**src/rtl/fetch_queue.sv**
```systemverilog
// fetch_queue: DEPTH-entry FIFO between the fetch and decode stages.
// Each entry holds {instruction, programCounter, programCounterPlus4}, with a
// valid/ready handshake on both sides and a flush that drops every entry.
//
// Optional build macro FETCH_QUEUE_BYPASS_EN: when the queue is empty and
// fetch presents a payload, that payload is forwarded to decode in the same
// cycle. If decode takes it, it is never written into the storage array.
//
// DEPTH must be a power of two and at least 2, so that the pointers wrap
// naturally modulo DEPTH.
module fetch_queue #(
  parameter int WIDTH = 96,
  parameter int DEPTH = 4,
  parameter int CW    = $clog2(DEPTH + 1)
) (
  input  logic             clock,
  input  logic             reset,
  input  logic             flush,
  input  logic             enqValid,
  output logic             enqReady,
  input  logic [WIDTH-1:0] enqData,
  output logic             deqValid,
  input  logic             deqReady,
  output logic [WIDTH-1:0] deqData,
  output logic [CW-1:0]    count,
  output logic             full,
  output logic             empty
);

  localparam int            PW      = $clog2(DEPTH);
  localparam logic [CW-1:0] DEPTH_C = CW'(DEPTH);
  localparam logic [CW-1:0] ONE_C   = CW'(1);
  localparam logic [PW-1:0] PTR_ONE = PW'(1);

  logic [WIDTH-1:0] mem_q [DEPTH];
  logic [PW-1:0]    head_q, head_d;
  logic [PW-1:0]    tail_q, tail_d;
  logic [CW-1:0]    count_q, count_d;

  logic full_w;
  logic empty_w;
  logic bypass_w;     // forwarding path is active this cycle
  logic pass_w;       // forwarded payload is consumed directly by decode
  logic enq_fire;     // handshake on the enqueue side
  logic deq_fire;     // handshake on the dequeue side, taken from storage
  logic enq_write;    // enqueue that actually changes state (flush wins)
  logic deq_pop;      // dequeue that actually changes state (flush wins)

  // Status flags come from registered occupancy only.
  always_comb begin
    full_w  = (count_q == DEPTH_C);
    empty_w = (count_q == '0);
  end

  // Forwarding path (only with the bypass build); otherwise outputs are
  // taken from registered state only.
`ifdef FETCH_QUEUE_BYPASS_EN
  always_comb begin
    bypass_w = empty_w && enqValid && !flush;
    pass_w   = bypass_w && deqReady;
  end
`else
  always_comb begin
    bypass_w = 1'b0;
    pass_w   = 1'b0;
  end
`endif

  // Handshake decode; enqReady never looks at deqReady, so there is no
  // ready loop through the queue.
  always_comb begin
    enqReady  = !full_w;
    deqValid  = !empty_w || bypass_w;
    deqData   = bypass_w ? enqData : mem_q[head_q];
    count     = count_q;
    full      = full_w;
    empty     = empty_w;
    enq_fire  = enqValid && !full_w;
    deq_fire  = !empty_w && deqReady;
    enq_write = enq_fire && !pass_w && !flush;
    deq_pop   = deq_fire && !flush;
  end

  // Next pointer and occupancy; flush overrides any handshake in its cycle.
  always_comb begin
    head_d  = head_q;
    tail_d  = tail_q;
    count_d = count_q;
    if (flush) begin
      head_d  = '0;
      tail_d  = '0;
      count_d = '0;
    end else begin
      if (enq_write) begin
        tail_d = tail_q + PTR_ONE;
      end
      if (deq_pop) begin
        head_d = head_q + PTR_ONE;
      end
      if (enq_write && !deq_pop) begin
        count_d = count_q + ONE_C;
      end else if (deq_pop && !enq_write) begin
        count_d = count_q - ONE_C;
      end
    end
  end

  // Pointer and occupancy registers, cleared asynchronously.
  always_ff @(posedge clock or posedge reset) begin
    if (reset) begin
      head_q  <= '0;
      tail_q  <= '0;
      count_q <= '0;
    end else begin
      head_q  <= head_d;
      tail_q  <= tail_d;
      count_q <= count_d;
    end
  end

  // Payload storage is deliberately left unreset; contents are only
  // observable through a valid handshake.
  always_ff @(posedge clock) begin
    if (enq_write) begin
      mem_q[tail_q] <= enqData;
    end
  end

`ifndef SYNTHESIS
  // Occupancy must stay within the array.
  a_count_bound: assert property (@(posedge clock) disable iff (reset)
    count_q <= DEPTH_C);

  // No payload may be written into a full queue.
  a_no_enq_full: assert property (@(posedge clock) disable iff (reset)
    !(enq_write && full_w));

  // No entry may be popped from an empty queue.
  a_no_deq_empty: assert property (@(posedge clock) disable iff (reset)
    !(deq_pop && empty_w));
`endif

endmodule

```
**config.mk**
```make
export PLATFORM = sky130hd
export DESIGN_NAME = fetch_queue
export DESIGN_NICKNAME = d
export VERILOG_FILES = /design/src/rtl/fetch_queue.sv
export SDC_FILE = /design/constraint.sdc
export NUM_CORES = 1
export LEC_CHECK = 0
export ABC_AREA = 0
export BUFFER_PORTS_ARGS = -buffer_cell sky130_fd_sc_hd__buf_2
export CORE_MARGIN = 5
export CORE_UTILIZATION = 40
export DETAILED_ROUTE_END_ITERATION = 7
export PLACE_DENSITY_LB_ADDON = 0.12
export SLEW_MARGIN = 15
export SYNTH_ARGS = -nofsm -noshare
export SYNTH_HDL_FRONTEND = slang
export SYNTH_SLANG_ARGS = --single-unit
```
**constraint.sdc**
```tcl
create_clock -name clock -period 10.69 [get_ports clock]
set_input_delay 1.069 -clock clock [delete_from_list [all_inputs] [get_ports clock]]
set_output_delay 1.069 -clock clock [all_outputs]
set_load 0.01 [all_outputs]
```
# Word-level counts from Yosys, hierarchy flattened
# Memory sizes are Yosys's and may differ from the RTL's.
# Cells that the tools add are included.
dict set report totals {
  wordCells 33
  reg_bits 7
  out_inout_bits 103
  ram_bits 384
  input_bits 101
  memories 1
}
# name depth width read_ports rd_clocked_by_memory_dff wr line
set memory_table {}
lappend memory_table {mem_q 4 96 1 0 1 35} ;# logic [WIDTH-1:0] mem_q [DEPTH];
dict set report classes {
  addsub 4
  n_mux 9
  eq_ne 1
  n_reduce_logical 15
}
# cell count
set op_table {}
lappend op_table {{3-bit 2-to-1 mux} 3}
lappend op_table {{2-bit 2-to-1 mux} 4}
lappend op_table {{1-bit logical AND} 6}
lappend op_table {{1-bit zero test} 5}
lappend op_table {{2-bit by 1-bit adder with 2-bit output, second input constant} 2}
lappend op_table {{2-bit nonzero test} 2}
lappend op_table {{3-bit by 1-bit adder with 3-bit output, second input constant} 1}
lappend op_table {{3-bit == test, second input constant} 1}
lappend op_table {{3-bit zero test} 1}
lappend op_table {{3-bit nonzero test} 1}
lappend op_table {{3-bit by 1-bit subtractor with 3-bit output, second input constant} 1}
lappend op_table {{1-bit 2-to-1 mux} 2}

# Depth between registers and ports, before layout
dict set report depth {
  depth_word 9
  ltp_mapped 9
  ltp_nobuf 8
}

# Worst setup path after synthesis
# No wires, ideal clock.
dict set report synth_timing {
  kind {input port to flip-flop}
  start {in flush}
  end {mem mem_q[0][0] (enable)}
  path_buffers 1
  required_ns 10.224
  setup_time_ns 0.466
  arrival_time_ns 3.772
  stages 3
  setup_slack_ns 6.453
  cell_sequence {clkbuf_1 > nor3_2 > and2_1}
}
dict set report synth_between {
  elab_chain_cells 4
}
# element line
set synth_rtl {}
lappend synth_rtl {{start, declared} 18} ;# input logic flush,
lappend synth_rtl {{1-bit zero test} 80} ;# enq_write = enq_fire && !pass_w && !flush;
lappend synth_rtl {{1-bit logical AND} 80}
lappend synth_rtl {{1-bit 2-to-1 mux} 124} ;# if (enq_write) begin
lappend synth_rtl {{1-bit 2-to-1 mux (not written as such)} 125} ;# mem_q[tail_q] <= enqData;
lappend synth_rtl {{end, declared} 35}
# No other way between the ends.

# Final worst setup path
dict set report layout_timing {
  start {reg head_q[0]}
  end {out deqData[35]}
}
dict set report layout_between {
  elab_chain_cells 1
}
# element line
set layout_rtl {}
lappend layout_rtl {{start, declared} 36} ;# logic [PW-1:0] head_q, head_d;
lappend layout_rtl {{start signal, assigned} 111} ;# head_q <= '0;
lappend layout_rtl {{start signal, assigned} 115} ;# head_q <= head_d;
lappend layout_rtl {{memory read 4 x 96 bit} --}
lappend layout_rtl {{end, declared} 24} ;# output logic [WIDTH-1:0] deqData,
# No other way between the ends.

==> impl_metrics.sql <==
INSERT INTO impl_metrics (metric_group, metric, value, unit) VALUES
('run_status', 'outcome', 'completed', ''),
('global_route', 'first_global_vias', '7354', ''),
('synth', 'synth.largest_area_cell', 'edfxtp_1', ''),
('critical_path', 'timing.critical_path.buf_inv', '3', ''),
('pwr', 'vdd_ir_drop_max', '0.000156', 'V'),
('global_route', 'groute.usage.overall', '14.4', '%'),
('die', 'fp.dieArea', '0.0399', 'sq mm'),
('die', 'die-width', '200', 'microns'),
('critical_path', 'path_delay_family', 'buffers and inverters', ''),
('timing', 'finalMaxSlewViolations', '0', ''),
('synth', 'synthDominantCellAreaShare', '80.0', '%'),
('cts', 'h-tree-depth', '2', ''),
('cts', 'cts_resized', '0', ''),
('timing', 'timing.clock.skew', '0.0118', 'ns'),
('cells_and_area', 'post_route_cells_drive_above_1_share', '45.2', '%'),
('routing', 'remaining_antenna_violation_count', '0', ''),
('die', 'floorplan.initialDensity', '40.5', '%'),
('critical_path', 'cp.required', '9.62', 'ns'),
('cells_and_area', 'flow.area_growth_from_synthesis', '19.6', '%'),
('cells_and_area', 'final_cell_area', '0.0172', 'sq mm'),
('place', 'placedInstanceArea', '0.0159', 'sq mm'),
('synth', 'netlist_area', '0.0144', 'sq mm'),
('synth', 'synth-async-reset-ratio', '1.79', '%'),
('timing', 'relSlewSlack', '28.0', '%'),
('place', 'post-dp-hpwl', '17.6', 'mm'),
('synth', 'syn_inst', '567', ''),
('global_route', 'antenna_found_initial', '5', ''),
('die', 'ios', '204', ''),
('cts', 'tritoncts_num_sinks', '391', ''),
('die', 'die_height', '200', 'microns'),
('synth', 'synthesis.nets', '673', ''),
('global_route', 'largest_net_degree_at_the_start_of_global_routing', '78', ''),
('place', 'worst_slack_after_detailed_placement', '6.40', 'ns'),
('synth', 'synth_top_cells_by_area', 'edfxtp_1 (80%), mux4_2 (15%), dfrtp_1 (1.2%)', ''),
('synth', 'ys_warn_count', '0', ''),
('timing', 'finalHoldViolations', '0', ''),
('timing', 'finalCriticalPeriod', '4.70', 'ns'),
('routing', 'avgRoutedWirePerCell', '22.6', 'microns'),
('pwr', 'leakagePower', '5.74', 'nW'),
('global_route', 'grt_first_pass_wirelength', '43.3', 'mm'),
('cts', 'post-cts-setup-buffer-count', '0', ''),
('die', 'placementRows', '69', ''),
('routing', 'detail_route.drc_violations', '0', ''),
('critical_path', 'crit_top_cell', 'buf_4', ''),
('synth', 'synth_most_common_cell', 'edfxtp_1', ''),
('timing', 'grt_setup_unrepaired', 'no', ''),
('timing', 'max_freq', '213', 'MHz'),
('routing', 'avgViaCountPerCell', '5.09', ''),
('critical_path', 'path_cells', 'buf_4, buf_4, mux4_2, buf_2', ''),
('flow_run', 'max_cap_viol_count', '0', ''),
('routing', 'vias', '6557', ''),
('synth', 'ys_ff_latch', '391', ''),
('cts', 'cts.hold.buffers_added', '0', ''),
('synth', 'synth-main-ff-cell', 'edfxtp_1', ''),
('critical_path', 'crit_path_top_delay_cell', 'buf_4', ''),
('place', 'gpl_congestion', '0.716', ''),
('routing', 'dr.first_iter.drc_count', '247', ''),
('synth', 'avg_inst_size_synth', '25.4', 'sq um'),
('cts', 'tritoncts', 'done', ''),
('cts', 'clock_tree.buffer_depth', '3', ''),
('pwr', 'power.total', '4.02', 'mW'),
('timing', 'period_share', '43.9', '%'),
('critical_path', 'critPathCaptureType', 'output pin', ''),
('critical_path', 'path_class', 'reg2out', ''),
('critical_path', 'critPathMaxStageDelay', '0.86', 'ns'),
('timing', 'tns', '0', 'ns'),
('cells_and_area', 'finish.net_count', '901', ''),
('pwr', 'cellPowerDensity', '233', 'mW/mm^2'),
('cts', 'tritoncts.num_buffers', '42', ''),
('hold_path', 'timing.hold.worst.class', 'in2async', ''),
('synth', 'synth_cell_type_count', '34', '');
[path summary, 6_finish.rpt]
path / startpoint / to / slack [ns] / cells after the start
hold reg to reg: tail_q[0] / tail_q[0] / 0.60 / 2
max in group asynchronous: reset / head_q[1] / 9.97 / 2
setup / recovery: head_q[0] / deqData[35] / 5.99 / 4
min in group clock: tail_q[0] / tail_q[0] / 0.60 / 2
hold / removal: reset / count[0] / 0.47 / 2
setup reg to reg: count[2] / mem_q[2][65] / 7.63 / 5
[cells in the final DEF (no fill, tap or decap), types with 2 or more instances in the layout]
master and instances:
mux2i_1 2, dfrtp_4 2, xor2_1 2, edfxtp_1 384
buf_4 7, clkbuf_16 43, o31ai_1 2, a21oi_1 2
clkbuf_1 10, nor2_1 7, ha_1 4, nand3_1 2
nand3b_1 2, clkinv_1 11, inv_1 8, bufinv_16 3
clkinv_2 3, dfrtp_1 5, and2_4 4, buf_2 203
o21ai_0 2, mux4_2 96, clkinvlp_4 2
[flip-flops by register name, indices dropped and copies added (netlist names)]
name    count
tail_q      2
mem_q     384
head_q      2
count       3
[kinds of logic (layout without fill, tap and decap cells)]
| family | after synthesis | count (layout) | synth area share (%) |
|---|---|---|---|
| XOR/XNOR | 2 | 2 | 0.122 |
| other | 0 | 1 | 0 |
| AO/OA/AOI/OAI | 14 | 14 | 0.721 |
| buffers and inverters | 36 | 294 | 1.35 |
| adder cells (fa/ha/maj) | 5 | 5 | 0.486 |
| AND/OR/NAND/NOR | 20 | 20 | 0.859 |
| multiplexers | 99 | 99 | 15.2 |
| flip-flops | 391 | 391 | 81.2 |
[per-layer routing]
layer,GRT usage [%],part of all wire [%]
met1,17.5,39
met2,25.3,52
met3,4.33,6.5
met4,3.82,1.9
met5,0,0.16
[power breakdown]
part,switching (mW),internal [mW]
Clock,0.538,0.807
Sequential,0.0566,1.78
Combinational,0.432,0.413
Total,1.03,3.00
[per-stage QoR]
stage | hold WS [ns] | utilization [%] | cells
final | 0.468 | 48.5 | 1287
after global placement | 0.577 | 44.7 | 1211
after floorplan | 0.557 | - | 567
after global routing | 0.471 | 48.5 | 1287
after CTS | 0.441 | 48.4 | 1285
after detailed placement | 0.598 | 44.7 | 1211
[cell type report]
cell class / instances / area (sq um)
Fill cell: 2930 / 18300
Sequential cell: 391 / 11700
Multi-Input combinational cell: 140 / 2520
Clock buffer: 53 / 1110
Timing Repair Buffer: 211 / 1100
Tap cell: 461 / 577
Clock inverter: 21 / 179
Inverter: 9 / 33.8
Antenna cell: 1 / 2.50
Power figures use the tool's default switching activity.
